[src/rtl/fetch_controller.sv]
// Instruction fetch sequencer: owns the fetch PC, indexes program memory and
// buffers fetched words in a 2-entry queue toward decode.
module fetch_controller #(
  parameter int                        DATA_WIDTH   = 32,
  parameter int                        MEMORY_DEPTH = 64,
  parameter logic [DATA_WIDTH-1:0]     TEXT_BASE    = 32'h0040_0000
) (
  input  logic                  clk_i,
  input  logic                  reset_n_i,
  input  logic                  halt_i,
  input  logic                  redirect_i,
  input  logic [DATA_WIDTH-1:0] redirect_pc_i,
  input  logic                  ready_i,
  input  logic [DATA_WIDTH-1:0] mem_instruction_i,
  output logic [DATA_WIDTH-1:0] mem_addr_o,
  output logic                  instr_valid_o,
  output logic [DATA_WIDTH-1:0] instr_o,
  output logic [DATA_WIDTH-1:0] pc_o,
  output logic                  fault_o
);

  typedef enum logic {RUN = 1'b0, FAULT = 1'b1} mode_t;

  localparam logic [DATA_WIDTH-1:0] DEPTH_W = DATA_WIDTH'(MEMORY_DEPTH);

  mode_t                 mode_q, mode_d;
  logic [DATA_WIDTH-1:0] fetch_pc_q, fetch_pc_d;
  logic [1:0]            count_q, count_d;
  logic [DATA_WIDTH-1:0] pc0_q, pc0_d, instr0_q, instr0_d;
  logic [DATA_WIDTH-1:0] pc1_q, pc1_d, instr1_q, instr1_d;

  logic [DATA_WIDTH-1:0] word_idx;
  logic                  legal, pop, fetch, wr_head;

  // Unsigned wrap makes PCs below TEXT_BASE huge; the explicit >= check covers them anyway.
  assign word_idx = (fetch_pc_q - TEXT_BASE) >> 2;
  assign legal    = (fetch_pc_q[1:0] == 2'b00) && (fetch_pc_q >= TEXT_BASE) &&
                    (word_idx < DEPTH_W);
  assign pop      = (count_q != 2'd0) && ready_i;
  assign fetch    = (mode_q == RUN) && !halt_i && !redirect_i && legal &&
                    ((count_q != 2'd2) || pop);
  assign wr_head  = (count_q == 2'd0) || ((count_q == 2'd1) && pop);

  assign mem_addr_o    = word_idx;
  assign instr_valid_o = (count_q != 2'd0);
  assign instr_o       = instr_valid_o ? instr0_q : '0;
  assign pc_o          = instr_valid_o ? pc0_q : '0;
  assign fault_o       = (mode_q == FAULT);

  always_comb begin
    mode_d     = mode_q;
    fetch_pc_d = fetch_pc_q;
    count_d    = count_q;
    pc0_d      = pc0_q;
    instr0_d   = instr0_q;
    pc1_d      = pc1_q;
    instr1_d   = instr1_q;

    if (redirect_i) begin
      // A head popped in this same cycle is treated as consumed by decode.
      fetch_pc_d = redirect_pc_i;
      count_d    = 2'd0;
      mode_d     = RUN;
    end else begin
      if ((mode_q == RUN) && !legal && !halt_i) begin
        mode_d = FAULT;
      end
      if (pop) begin
        pc0_d    = pc1_q;
        instr0_d = instr1_q;
      end
      if (fetch) begin
        fetch_pc_d = fetch_pc_q + 32'd4;
        if (wr_head) begin
          pc0_d    = fetch_pc_q;
          instr0_d = mem_instruction_i;
        end else begin
          pc1_d    = fetch_pc_q;
          instr1_d = mem_instruction_i;
        end
      end
      case ({fetch, pop})
        2'b10:   count_d = count_q + 2'd1;
        2'b01:   count_d = count_q - 2'd1;
        default: count_d = count_q;
      endcase
    end
  end

  always_ff @(posedge clk_i) begin
    if (!reset_n_i) begin
      mode_q     <= RUN;
      fetch_pc_q <= TEXT_BASE;
      count_q    <= 2'd0;
      pc0_q      <= '0;
      instr0_q   <= '0;
      pc1_q      <= '0;
      instr1_q   <= '0;
    end else begin
      mode_q     <= mode_d;
      fetch_pc_q <= fetch_pc_d;
      count_q    <= count_d;
      pc0_q      <= pc0_d;
      instr0_q   <= instr0_d;
      pc1_q      <= pc1_d;
      instr1_q   <= instr1_d;
    end
  end

endmodule

[config.mk]
export PLATFORM = sky130hd
export DESIGN_NAME = fetch_controller
export DESIGN_NICKNAME = d
export VERILOG_FILES = /design/src/rtl/fetch_controller.sv
export SDC_FILE = /design/constraint.sdc
export NUM_CORES = 1
export LEC_CHECK = 0
export ABC_AREA = 1
export CAP_MARGIN = 30
export CORE_MARGIN = 4
export CORE_UTILIZATION = 56
export DETAILED_ROUTE_END_ITERATION = 10
export HOLD_SLACK_MARGIN = 0.02
export PLACE_DENSITY_LB_ADDON = 0.08
export SYNTH_ARGS = -nofsm -noshare
export SYNTH_HDL_FRONTEND = slang
export SYNTH_SLANG_ARGS = --single-unit
[constraint.sdc]
create_clock -name clk_i -period 5.6 [get_ports clk_i]
set_input_delay 1.4 -clock clk_i [delete_from_list [all_inputs] [get_ports clk_i]]
set_output_delay 1.4 -clock clk_i [all_outputs]
set_load 0.02 [all_outputs]
==> results of run 1 <==
layer usage:
layer / part of all wire / global-route usage / vias to the layer above / wire, um
met4: 0.018 / 0.0843 / 0 / 371
li1: - / - / 4065 / -
met5: 0 / 0 / - / 0
met3: 0.074 / 0.0629 / 31 / 1540
met1: 0.44 / 0.325 / 3638 / 9090
met2: 0.47 / 0.414 / 261 / 9710
cell families (layout without fill, tap and decap cells):
group                      Yosys count  after routing  synth area share
other                                1              2          0.000463
AOI/OAI and AO/OA                  212            212             0.132
adders and majority gates            8              8            0.0124
xor gates and xnor gates             8              8           0.00865
DFF                                163            163             0.403
buffers and inverters              262            368             0.141
and+or+nand+nor                    581            581             0.303
cell type report:
| cell class | count | area share |
|---|---|---|
| multi-input combinational | 811 | 0.367 |
| sequential | 163 | 0.321 |
| timing repair buffer | 176 | 0.172 |
| clock inverter | 9 | 0.0101 |
| clock buffer | 23 | 0.0481 |
| tap | 180 | 0.0222 |
| inverter | 160 | 0.0592 |
critical path: cells and delay by family (launching register included):
family        cells  cell delay, ns
simple gates      1            0.11
buf+inv           3            1.08
flops             1            0.32
fa+ha+maj         1            0.73
cell usage after synthesis, drive strengths merged:
cell type and count:
nor2 185, and3 1, nor3 4, inv 157, ha 8, a21boi 2, clkinv 3, xor2 8
nand2 215, conb 1, nand3b 1, dfxtp 163, o31ai 1, o21ai 175, nand3 169, or2 1
a21oi 34, nand4 5, clkbuf 43, buf 59
power by group:
part / total (mW) / internal, mW / switching, mW
Clock: 1.15 / 0.700 / 0.453
Combinational: 0.226 / 0.102 / 0.124
Sequential: 1.19 / 1.17 / 0.0170
state kept, by name, summed over array words and instances (netlist names):
signal and flops:
fetch_pc_q 32, pc1_q 32, count_q 2, instr1_q 32, fault_o 1, pc0_q 32, instr0_q 32
worst max path at each step:
stage | start | end | slack (ns) | cells past startpoint
after floorplan | count_q[0]$_SDFFE_PP0P_ | instr_o[13] | 2.86 | 5
after global placement | ready_i | instr1_q[23]$_SDFFE_PN0P_ | 1.63 | 11
after detailed placement | ready_i | instr1_q[25]$_SDFFE_PN0P_ | 1.55 | 11
after CTS | count_q[0]$_SDFFE_PP0P_ | pc_o[14] | 1.47 | 5
after global routing | count_q[0]$_SDFFE_PP0P_ | pc_o[14] | 1.27 | 5
final | count_q[0]$_SDFFE_PP0P_ | pc_o[14] | 1.51 | 5
==> impl_metrics.prom, run 1 <==
# TYPE chip_impl_metric gauge
chip_impl_metric{name="remaining_drc_errors",unit=""} 0
chip_impl_metric{name="io-pin-count",unit=""} 167
chip_impl_metric{name="placed_cells",unit=""} 1490
chip_impl_metric{name="maxSlewViolCount",unit=""} 0
chip_impl_metric{name="coreArea",unit="mm^2"} 0.0140
chip_impl_metric{name="portBuffers",unit=""} 164
chip_impl_metric{name="timing.fmax",unit="MHz"} 245
chip_impl_metric{name="grt_remaining_overflow",unit=""} 0
chip_impl_metric{name="max-slew-margin-rel",unit=""} 0.391
chip_impl_metric{name="cts-hold-fix-buffers",unit=""} 0
chip_impl_metric{name="hold_viol",unit=""} 0
chip_impl_info{name="root_buffer",value="clkbuf_16"} 1
chip_impl_info{name="hp_start",value="pc1_q[26]$_SDFFE_PN0P_"} 1
chip_impl_metric{name="period_minus_slack",unit="ns"} 4.09
chip_impl_metric{name="finalCoreUtilization",unit=""} 0.723
chip_impl_metric{name="post_cts_resized",unit=""} 0
chip_impl_metric{name="total_of_fill_cells_in_the_finished_design",unit=""} 1183
chip_impl_metric{name="worst_path_clk_slew",unit="ns"} 0.06
chip_impl_metric{name="worst_skew_pair_latency",unit="ns"} 0.43
chip_impl_metric{name="antenna_left",unit=""} 0
chip_impl_info{name="critical_path.startpoint_type",value="flop"} 1
chip_impl_metric{name="crit_required",unit="ns"} 4.20
chip_impl_info{name="r2r_start",value="count_q[0]$_SDFFE_PP0P_"} 1
chip_impl_metric{name="ff2ff_path_depth",unit=""} 11
chip_impl_metric{name="vias",unit=""} 7995
chip_impl_metric{name="setup_viol_count_final",unit=""} 0
chip_impl_metric{name="yosys_register_bits",unit=""} 163
chip_impl_metric{name="synthesis.area_per_instance",unit="um^2"} 6.56
chip_impl_metric{name="max_cap_viol_count",unit=""} 0
chip_impl_info{name="critical_path.endpoint_type",value="primary output"} 1
chip_impl_metric{name="static-leakage-power",unit="nW"} 4.37
chip_impl_metric{name="synth_top_area_share",unit=""} 0.403
chip_impl_metric{name="area_growth",unit="%"} 25.3
chip_impl_metric{name="layout_setup_ws",unit="ns"} 1.51
chip_impl_metric{name="finished_cell_area",unit="mm^2"} 0.0102
chip_impl_metric{name="largest_clock_skew_in_the_final_design",unit="ns"} 0.00794
chip_impl_metric{name="n_antenna_cell",unit=""} 0
chip_impl_metric{name="worst-slew-pin-transition",unit="ns"} 0.908
chip_impl_metric{name="layout_net_count",unit=""} 1406
chip_impl_metric{name="clock-sinks",unit=""} 163
chip_impl_metric{name="post-cts-setup-buffer-count",unit=""} 0
chip_impl_metric{name="placementRows",unit=""} 43
chip_impl_metric{name="detail_route.first_pass.iterations",unit=""} 5
chip_impl_metric{name="finalWeightedCongestion",unit=""} 0.879
chip_impl_metric{name="die_x",unit="um"} 128
chip_impl_metric{name="initial_utilization",unit=""} 0.577
chip_impl_metric{name="clock_buffers_created_by_tritoncts",unit=""} 17
chip_impl_metric{name="ys_types",unit=""} 31
chip_impl_info{name="post_synth_main_area_contributors",value="dfxtp_1 40%, nand3_1 10%, nand2_1 9.8%"} 1
chip_impl_info{name="most_common_cell_after_layout_fill_and_taps_aside",value="nand2_1"} 1
chip_impl_metric{name="finalPower",unit="mW"} 2.57
chip_impl_info{name="rsz0062_at_grt",value="false"} 1
chip_impl_metric{name="worst-r2r-setup-slack",unit="ns"} 2.45
chip_impl_metric{name="worst_hold_slack",unit="ns"} 0.453
chip_impl_info{name="crit_type",value="reg -> out"} 1
chip_impl_metric{name="detailedRoute.firstIterationViolations",unit=""} 655
chip_impl_metric{name="final-instance-count-excl-fill",unit=""} 1522
chip_impl_metric{name="hold_depth",unit=""} 2
chip_impl_metric{name="place_ws",unit="ns"} 1.55
chip_impl_metric{name="multiInputGateArea",unit="mm^2"} 0.00373
chip_impl_metric{name="die_area",unit="mm^2"} 0.0165
chip_impl_info{name="worstHoldPathType",value="reg -> reg"} 1
chip_impl_metric{name="wl_per_cell",unit="um"} 13.6
chip_impl_info{name="top_library_cells_by_usage_in_the_layout_fill_and_taps_aside",value="210 x nand2_1, 179 x nor2_1, 169 x nand3_1"} 1
chip_impl_metric{name="final_min_period_over_clock_period",unit=""} 0.730
chip_impl_metric{name="synthesis.area",unit="mm^2"} 0.00810
chip_impl_info{name="timing.hold.worst_endpoint",value="pc1_q[26]$_SDFFE_PN0P_"} 1
chip_impl_info{name="ordered_list_of_cells_on_the_worst_path",value="inv_1, ha_2, buf_4, nor2_1, clkdlybuf4s50_1"} 1
chip_impl_metric{name="maximum_buffer_depth_of_the_clock_tree",unit=""} 2
chip_impl_info{name="critical_path.reg2reg.endpoint",value="pc1_q[23]$_SDFFE_PN0P_"} 1
chip_impl_metric{name="grt_start_max_net_pins",unit=""} 68
chip_impl_metric{name="timing.setup.tns",unit="ns"} 0
chip_impl_metric{name="viasPerCell",unit=""} 5.25
chip_impl_metric{name="placed_cell_area",unit="mm^2"} 0.00956
chip_impl_info{name="cp_slowest_cell",value="ha_2"} 1
chip_impl_metric{name="grt_first_pass_wirelength",unit="um"} 34200
chip_impl_metric{name="path_max_fanout",unit=""} 39
chip_impl_metric{name="number_of_antenna_violations_at_the_first_check_in_global_routing",unit=""} 0
chip_impl_info{name="run_status",value="complete, no violations"} 1
chip_impl_metric{name="grt_usage",unit=""} 0.252
chip_impl_metric{name="worst_ep_arrival_time",unit="ns"} 2.69
chip_impl_info{name="clock_tree_from_tritoncts",value="done"} 1
chip_impl_metric{name="die_y_extent",unit="um"} 128
chip_impl_metric{name="wirelength",unit="um"} 20700
chip_impl_metric{name="via_count_of_the_first_global_routing_pass",unit=""} 7189
chip_impl_info{name="yosys.area.top_type",value="dfxtp_1"} 1
chip_impl_metric{name="synth_warnings",unit=""} 0
chip_impl_metric{name="final_layout_size_suffix_gt1_frac",unit=""} 0.0469
chip_impl_metric{name="yosysSeqAreaShare",unit=""} 0.403
chip_impl_metric{name="seq_area",unit="mm^2"} 0.00326
chip_impl_metric{name="vdd_drop_max",unit="uV"} 224
chip_impl_metric{name="cts-htree-levels",unit=""} 4
chip_impl_metric{name="synthCells",unit=""} 1235
chip_impl_metric{name="place.detailed.hpwl",unit="um"} 12900
chip_impl_metric{name="cp_slowest_stage_delay",unit="ns"} 0.73
chip_impl_metric{name="p_per_area",unit="mW/mm^2"} 253
Note: power is estimated with default switching activity, not from simulation.
==> run 2, diff against run 1 <==
--- a/config.mk
+++ b/config.mk
@@ -8,7 +8,7 @@
 export ABC_AREA = 1
 export CAP_MARGIN = 30
 export CORE_MARGIN = 4
-export CORE_UTILIZATION = 56
+export CORE_UTILIZATION = 52
 export DETAILED_ROUTE_END_ITERATION = 10
 export HOLD_SLACK_MARGIN = 0.02
 export PLACE_DENSITY_LB_ADDON = 0.08
==> constraint.sdc (replaced) <==
create_clock -name clk_i -period 4.1 [get_ports clk_i]
set_input_delay 1.025 -clock clk_i [delete_from_list [all_inputs] [get_ports clk_i]]
set_output_delay 1.025 -clock clk_i [all_outputs]
set_load 0.02 [all_outputs]
==> run 2 against run 1 <==
  * Combinational power up 36%
  * Sequential power up 37%
  * Clock power grew 47%
  * Critical path depth unchanged
  * Global-route usage shrank 2.2 points
  * Sequential cell count is the same
  * Cell area rose by 1.2%
==> impl_metrics.prom, run 2 (synthesis gave the netlist of run 1 again) <==
# TYPE chip_impl_metric gauge
chip_impl_info{name="run_status",value="complete, no violations"} 1
chip_impl_metric{name="hold_viol",unit=""} 0
chip_impl_metric{name="die_area",unit="mm^2"} 0.0176
chip_impl_metric{name="setup_viol_count_final",unit=""} 0
chip_impl_metric{name="largest_clock_skew_in_the_final_design",unit="ns"} 0.00833
chip_impl_metric{name="path_max_fanout",unit=""} 30
chip_impl_metric{name="cts-htree-levels",unit=""} 4
chip_impl_metric{name="place.detailed.hpwl",unit="um"} 13100
chip_impl_metric{name="viasPerCell",unit=""} 5.06
chip_impl_metric{name="final_min_period_over_clock_period",unit=""} 0.844
chip_impl_metric{name="grt_usage",unit=""} 0.230
chip_impl_metric{name="clock-sinks",unit=""} 163
chip_impl_metric{name="placementRows",unit=""} 45
chip_impl_info{name="root_buffer",value="clkbuf_16"} 1
chip_impl_metric{name="portBuffers",unit=""} 164
chip_impl_metric{name="layout_net_count",unit=""} 1412
chip_impl_metric{name="die_y_extent",unit="um"} 133
chip_impl_metric{name="period_minus_slack",unit="ns"} 3.46
chip_impl_metric{name="antenna_left",unit=""} 0
chip_impl_metric{name="coreArea",unit="mm^2"} 0.0153
chip_impl_info{name="most_common_cell_after_layout_fill_and_taps_aside",value="nand2_1"} 1
chip_impl_metric{name="finalCoreUtilization",unit=""} 0.673
chip_impl_metric{name="clock_buffers_created_by_tritoncts",unit=""} 17
chip_impl_metric{name="worst_ep_arrival_time",unit="ns"} 2.44
chip_impl_metric{name="hold_depth",unit=""} 2
chip_impl_metric{name="p_per_area",unit="mW/mm^2"} 353
chip_impl_metric{name="static-leakage-power",unit="nW"} 4.41
chip_impl_metric{name="crit_required",unit="ns"} 3.07
chip_impl_metric{name="post_cts_resized",unit=""} 0
chip_impl_metric{name="grt_first_pass_wirelength",unit="um"} 34300
chip_impl_metric{name="max_cap_viol_count",unit=""} 0
chip_impl_metric{name="detailedRoute.firstIterationViolations",unit=""} 692
chip_impl_metric{name="total_of_fill_cells_in_the_finished_design",unit=""} 1398
chip_impl_metric{name="worst-slew-pin-transition",unit="ns"} 0.792
chip_impl_metric{name="grt_start_max_net_pins",unit=""} 65
chip_impl_metric{name="timing.fmax",unit="MHz"} 289
chip_impl_metric{name="post-cts-setup-buffer-count",unit=""} 0
chip_impl_metric{name="ff2ff_path_depth",unit=""} 16
chip_impl_info{name="critical_path.startpoint_type",value="flop"} 1
chip_impl_info{name="critical_path.endpoint_type",value="primary output"} 1
chip_impl_metric{name="die_x",unit="um"} 133
chip_impl_metric{name="area_growth",unit="%"} 26.8
chip_impl_metric{name="n_antenna_cell",unit=""} 0
chip_impl_metric{name="maxSlewViolCount",unit=""} 0
chip_impl_metric{name="max-slew-margin-rel",unit=""} 0.472
chip_impl_metric{name="vias",unit=""} 7894
chip_impl_metric{name="detail_route.first_pass.iterations",unit=""} 5
chip_impl_metric{name="io-pin-count",unit=""} 167
chip_impl_metric{name="via_count_of_the_first_global_routing_pass",unit=""} 7139
chip_impl_metric{name="final_layout_size_suffix_gt1_frac",unit=""} 0.0512
chip_impl_metric{name="worst_path_clk_slew",unit="ns"} 0.06
chip_impl_metric{name="clockPowerShare",unit=""} 0.466
chip_impl_info{name="worstHoldPathType",value="reg -> reg"} 1
chip_impl_metric{name="worst_skew_pair_latency",unit="ns"} 0.42
chip_impl_metric{name="wirelength",unit="um"} 20700
chip_impl_info{name="rsz0062_at_grt",value="false"} 1
chip_impl_metric{name="worst_hold_slack",unit="ns"} 0.450
chip_impl_metric{name="swShare",unit=""} 0.232
chip_impl_info{name="crit_type",value="reg -> out"} 1
chip_impl_metric{name="initial_utilization",unit=""} 0.531
chip_impl_metric{name="number_of_antenna_violations_at_the_first_check_in_global_routing",unit=""} 0
chip_impl_metric{name="finalWeightedCongestion",unit=""} 0.855
chip_impl_metric{name="grt_remaining_overflow",unit=""} 0
chip_impl_metric{name="remaining_drc_errors",unit=""} 0
chip_impl_metric{name="wl_per_cell",unit="um"} 13.3
chip_impl_metric{name="internal_power",unit="mW"} 2.78
chip_impl_metric{name="maximum_buffer_depth_of_the_clock_tree",unit=""} 2
chip_impl_metric{name="total_switching_power",unit="mW"} 0.841
chip_impl_metric{name="share_seq_of_total_power",unit=""} 0.449
chip_impl_metric{name="timing.setup.tns",unit="ns"} 0
chip_impl_info{name="clock_tree_from_tritoncts",value="done"} 1
chip_impl_metric{name="cts-hold-fix-buffers",unit=""} 0
chip_impl_metric{name="pwr-share-comb",unit=""} 0.085
chip_impl_info{name="top_library_cells_by_usage_in_the_layout_fill_and_taps_aside",value="210 x nand2_1, 179 x nor2_1, 169 x nand3_1"} 1
chip_impl_metric{name="vdd_drop_max",unit="uV"} 278
## run 2: changes by cell type in the layout (fill, tap and decap cells not counted), sizes merged
| cell | change |
|---|---|
| buf | +6 |
| bufinv | +2 |
| clkbuf | -3 |
| clkinv | -1 |
| inv | +2 |
## run 2: worst paths after layout
kind / start / endpoint / slack, ns
hold / removal: fetch_pc_q[0]$_SDFFE_PN0P_ / fetch_pc_q[0]$_SDFFE_PN0P_ / 0.45
hold reg to reg: fetch_pc_q[0]$_SDFFE_PN0P_ / fetch_pc_q[0]$_SDFFE_PN0P_ / 0.45
setup reg to reg: fetch_pc_q[23]$_SDFFE_PN0P_ / instr0_q[2]$_SDFFE_PN0N_ / 0.88
setup / recovery: count_q[0]$_SDFFE_PP0P_ / pc_o[0] / 0.64
## run 2: critical path, cell delays in order (launching register included)
cell and delay [ns]:
dfxtp_1 0.33, inv_1 0.11, ha_2 0.51, buf_4 0.40
nor2_1 0.12, clkdlybuf4s50_1 0.55
## run 2: power groups by stage
stage	logic, mW	registers (mW)	clock network, mW
after floorplan	0.174	1.65	0
after global placement	0.305	1.66	0
after detailed placement	0.306	1.66	0
after CTS	0.308	1.63	1.72
after global routing	0.337	1.63	1.78
final	0.308	1.63	1.69
## run 2: per-layer routing
metal | share of wire | global-route usage | up-vias
li1 | - | - | 4079
met1 | 0.47 | 0.313 | 3584
met2 | 0.45 | 0.364 | 207
met3 | 0.066 | 0.0513 | 24
met4 | 0.015 | 0.0751 | 0
met5 | 0 | 0 | -
## run 2: final cells by class
| cell class | instances | area (um^2) | share of cell area |
|---|---|---|---|
| Multi-Input combinational cell | 811 | 3720 | 0.362 |
| Clock buffer | 20 | 447 | 0.0435 |
| Tap cell | 211 | 264 | 0.0257 |
| Sequential cell | 163 | 3260 | 0.318 |
| Timing Repair Buffer | 182 | 1800 | 0.175 |
| Clock inverter | 12 | 179 | 0.0174 |
| Inverter | 160 | 601 | 0.0585 |
## run 2: stage by stage
step	setup WS (ns)	total power [mW]	instance area, um^2	std cells
2_1_floorplan	1.74	1.83	8110	1236
3_3_place_gp	0.585	1.97	9650	1527
3_5_place_dp	0.486	1.97	9650	1527
4_1_cts	0.587	3.65	10300	1559
5_1_grt	0.476	3.75	10300	1559
6_report	0.639	3.62	10300	1559
==> run 3, diff against run 2 <==
--- a/config.mk
+++ b/config.mk
@@ -8,7 +8,7 @@
 export ABC_AREA = 1
 export CAP_MARGIN = 30
 export CORE_MARGIN = 4
-export CORE_UTILIZATION = 52
+export CORE_UTILIZATION = 47
 export DETAILED_ROUTE_END_ITERATION = 10
 export HOLD_SLACK_MARGIN = 0.02
 export PLACE_DENSITY_LB_ADDON = 0.08
==> constraint.sdc (replaced) <==
create_clock -name clk_i -period 2.92 [get_ports clk_i]
set_input_delay 0.73 -clock clk_i [delete_from_list [all_inputs] [get_ports clk_i]]
set_output_delay 0.73 -clock clk_i [all_outputs]
set_load 0.02 [all_outputs]
==> run 3 against run 2 <==
  * Setup slack got worse by 0.54 ns
  * Sequential cell count unchanged
  * Sequential share of layout area decreased by 0.39 points
  * Via count is 0.79% lower
  * Register-to-register slack lost 0.46 ns
  * Combinational power increased by 41%
  * Highest routed layer unchanged
  * Clock skew shrank 0.0033 ns
  * Critical endpoint is now pc_o[22]
  * Global-route usage down 1.3 points
  * Largest cell class unchanged
  * Clock-buffer cell count decreased by 2
  * Core utilization decreased by 5.2 points
  * Critical path depth did not move
==> impl_metrics.prom, run 3 (synthesis gave the netlist of run 1 again) <==
# TYPE chip_impl_metric gauge
chip_impl_metric{name="grt_start_max_net_pins",unit=""} 58
chip_impl_info{name="most_common_cell_after_layout_fill_and_taps_aside",value="nand2_1"} 1
chip_impl_metric{name="worst_path_clk_slew",unit="ns"} 0.06
chip_impl_metric{name="final_min_period_over_clock_period",unit=""} 0.965
chip_impl_metric{name="cts-hold-fix-buffers",unit=""} 0
chip_impl_info{name="run_status",value="complete, no violations"} 1
chip_impl_metric{name="wirelength",unit="um"} 21300
chip_impl_metric{name="total_of_fill_cells_in_the_finished_design",unit=""} 1601
chip_impl_info{name="critical_path.endpoint_type",value="primary output"} 1
chip_impl_info{name="top_library_cells_by_usage_in_the_layout_fill_and_taps_aside",value="210 x nand2_1, 179 x nor2_1, 169 x nand3_1"} 1
chip_impl_metric{name="die_x",unit="um"} 139
chip_impl_metric{name="die_y_extent",unit="um"} 139
chip_impl_metric{name="grt_first_pass_wirelength",unit="um"} 35500
chip_impl_metric{name="worst_ep_arrival_time",unit="ns"} 2.09
chip_impl_metric{name="clock-sinks",unit=""} 163
chip_impl_metric{name="crit_required",unit="ns"} 2.19
chip_impl_metric{name="wl_per_cell",unit="um"} 13.5
chip_impl_metric{name="number_of_antenna_violations_at_the_first_check_in_global_routing",unit=""} 0
chip_impl_metric{name="remaining_drc_errors",unit=""} 0
chip_impl_metric{name="vdd_drop_max",unit="uV"} 424
chip_impl_info{name="clock_tree_from_tritoncts",value="done"} 1
chip_impl_metric{name="buffers_inverters_on_critical_path",unit=""} 3
chip_impl_metric{name="initial_utilization",unit=""} 0.483
chip_impl_metric{name="cp_slowest_stage_delay",unit="ns"} 0.64
chip_impl_metric{name="coreArea",unit="mm^2"} 0.0168
chip_impl_metric{name="finalWeightedCongestion",unit=""} 0.846
chip_impl_metric{name="detailedRoute.firstIterationViolations",unit=""} 470
chip_impl_metric{name="grt_usage",unit=""} 0.217
chip_impl_metric{name="worst-slew-pin-transition",unit="ns"} 0.610
chip_impl_metric{name="final_layout_size_suffix_gt1_frac",unit=""} 0.0583
chip_impl_metric{name="portBuffers",unit=""} 164
chip_impl_info{name="rsz0062_at_grt",value="false"} 1
chip_impl_metric{name="area_growth",unit="%"} 28.5
chip_impl_metric{name="maxSlewViolCount",unit=""} 0
chip_impl_info{name="crit_type",value="reg -> out"} 1
chip_impl_info{name="cp_slowest_cell",value="clkdlybuf4s50_1"} 1
chip_impl_metric{name="finished_cell_area",unit="mm^2"} 0.0104
chip_impl_metric{name="die_area",unit="mm^2"} 0.0194
chip_impl_metric{name="path_max_fanout",unit=""} 14
chip_impl_metric{name="detail_route.first_pass.iterations",unit=""} 5
chip_impl_metric{name="place.detailed.hpwl",unit="um"} 14000
chip_impl_metric{name="viasPerCell",unit=""} 4.98
chip_impl_info{name="worstHoldPathType",value="reg -> reg"} 1
chip_impl_metric{name="grt_remaining_overflow",unit=""} 0
chip_impl_info{name="critical-path-top-delay-family",value="buffers and inverters"} 1
chip_impl_metric{name="io-pin-count",unit=""} 167
chip_impl_metric{name="placementRows",unit=""} 47
chip_impl_metric{name="timing.fmax",unit="MHz"} 355
chip_impl_metric{name="largest_clock_skew_in_the_final_design",unit="ns"} 0.00505
chip_impl_metric{name="antenna_left",unit=""} 0
chip_impl_metric{name="via_count_of_the_first_global_routing_pass",unit=""} 7201
chip_impl_metric{name="clock_buffers_created_by_tritoncts",unit=""} 17
chip_impl_metric{name="max_cap_viol_count",unit=""} 0
chip_impl_info{name="critical_path.startpoint_type",value="flop"} 1
chip_impl_info{name="ordered_list_of_cells_on_the_worst_path",value="inv_1, ha_4, buf_12, nor2_1, clkdlybuf4s50_1"} 1
chip_impl_metric{name="timing.setup.tns",unit="ns"} 0
chip_impl_metric{name="maximum_buffer_depth_of_the_clock_tree",unit=""} 2
chip_impl_metric{name="placed_cell_area",unit="mm^2"} 0.00974
chip_impl_metric{name="period_minus_slack",unit="ns"} 2.82
chip_impl_metric{name="cts-htree-levels",unit=""} 4
chip_impl_metric{name="n_antenna_cell",unit=""} 0
chip_impl_info{name="root_buffer",value="clkbuf_16"} 1
chip_impl_metric{name="static-leakage-power",unit="nW"} 4.65
chip_impl_metric{name="worst_hold_slack",unit="ns"} 0.455
chip_impl_metric{name="vias",unit=""} 7832
chip_impl_metric{name="p_per_area",unit="mW/mm^2"} 477
chip_impl_metric{name="finalCoreUtilization",unit=""} 0.621
chip_impl_metric{name="layout_net_count",unit=""} 1419
chip_impl_metric{name="worst_skew_pair_latency",unit="ns"} 0.41
chip_impl_metric{name="hold_viol",unit=""} 0
chip_impl_metric{name="setup_viol_count_final",unit=""} 0
chip_impl_metric{name="max-slew-margin-rel",unit=""} 0.593
## run 3: cell types whose count changed in the layout (fill, tap and decap cells not counted), sizes merged
cell	change
buf	+7
dlymetal6s2s	+10
bufinv	-1
clkinvlp	-2
clkinv	+6
clkbuf	-2
inv	-2
clkdlybuf4s50	-11
dlygate4sd2	+1
## run 3: per-layer routing
| metal | track usage | vias to the layer above | share of wire |
|---|---|---|---|
| met5 | 0 | - | 0 |
| met4 | 0.0608 | 0 | 0.011 |
| met3 | 0.0439 | 18 | 0.049 |
| met2 | 0.367 | 184 | 0.47 |
| met1 | 0.283 | 3539 | 0.47 |
| li1 | - | 4091 | - |
## run 3: final timing paths
path	cells past startpoint	start	slack [ns]	end
min reg2reg	2	pc1_q[26]$_SDFFE_PN0P_	0.45	pc1_q[26]$_SDFFE_PN0P_
max	5	count_q[0]$_SDFFE_PP0P_	0.10	pc_o[22]
min	2	pc1_q[26]$_SDFFE_PN0P_	0.45	pc1_q[26]$_SDFFE_PN0P_
max reg2reg	15	fetch_pc_q[22]$_SDFFE_PN1P_	0.42	pc0_q[8]$_SDFFE_PN0N_
## run 3: layout make-up
type	instances	area (um^2)	share of cell area
Multi-Input combinational cell	811	3740	0.359
Inverter	160	603	0.0579
Sequential cell	163	3270	0.314
Tap cell	220	275	0.0264
Clock buffer	18	439	0.0422
Clock inverter	13	161	0.0155
Timing Repair Buffer	189	1930	0.185
## run 3: power breakdown
| part | internal (mW) | switching, mW | total (mW) |
|---|---|---|---|
| combinational | 0.194 | 0.239 | 0.433 |
| sequential | 2.25 | 0.0325 | 2.28 |
| clock | 1.36 | 0.886 | 2.25 |
| total | 3.81 | 1.16 | 4.96 |
## run 3: through the flow
stage	worst slack (ns)	cells	total power, mW
2_1_floorplan	0.651	1236	2.57
3_3_place_gp	0.195	1542	2.76
3_5_place_dp	0.118	1542	2.76
4_1_cts	0.0117	1573	5.01
5_1_grt	0.0133	1574	5.15
6_report	0.102	1574	4.96
## run 3: timing repair
action,CTS,global route
resized for setup,4,12
pin swaps,0,1
setup buffers,0,1
setup endpoints to repair,36,34
cloned,0,0
## run 3: worst register-to-register path: cells and delay by family, from the launching register on
kind / cells / cell delay (ns)
AOI/OAI and AO/OA: 1 / 0.09
adders and majority gates: 1 / 0.23
and+or+nand+nor: 10 / 1.23
DFF: 1 / 0.40
buffers and inverters: 3 / 0.42
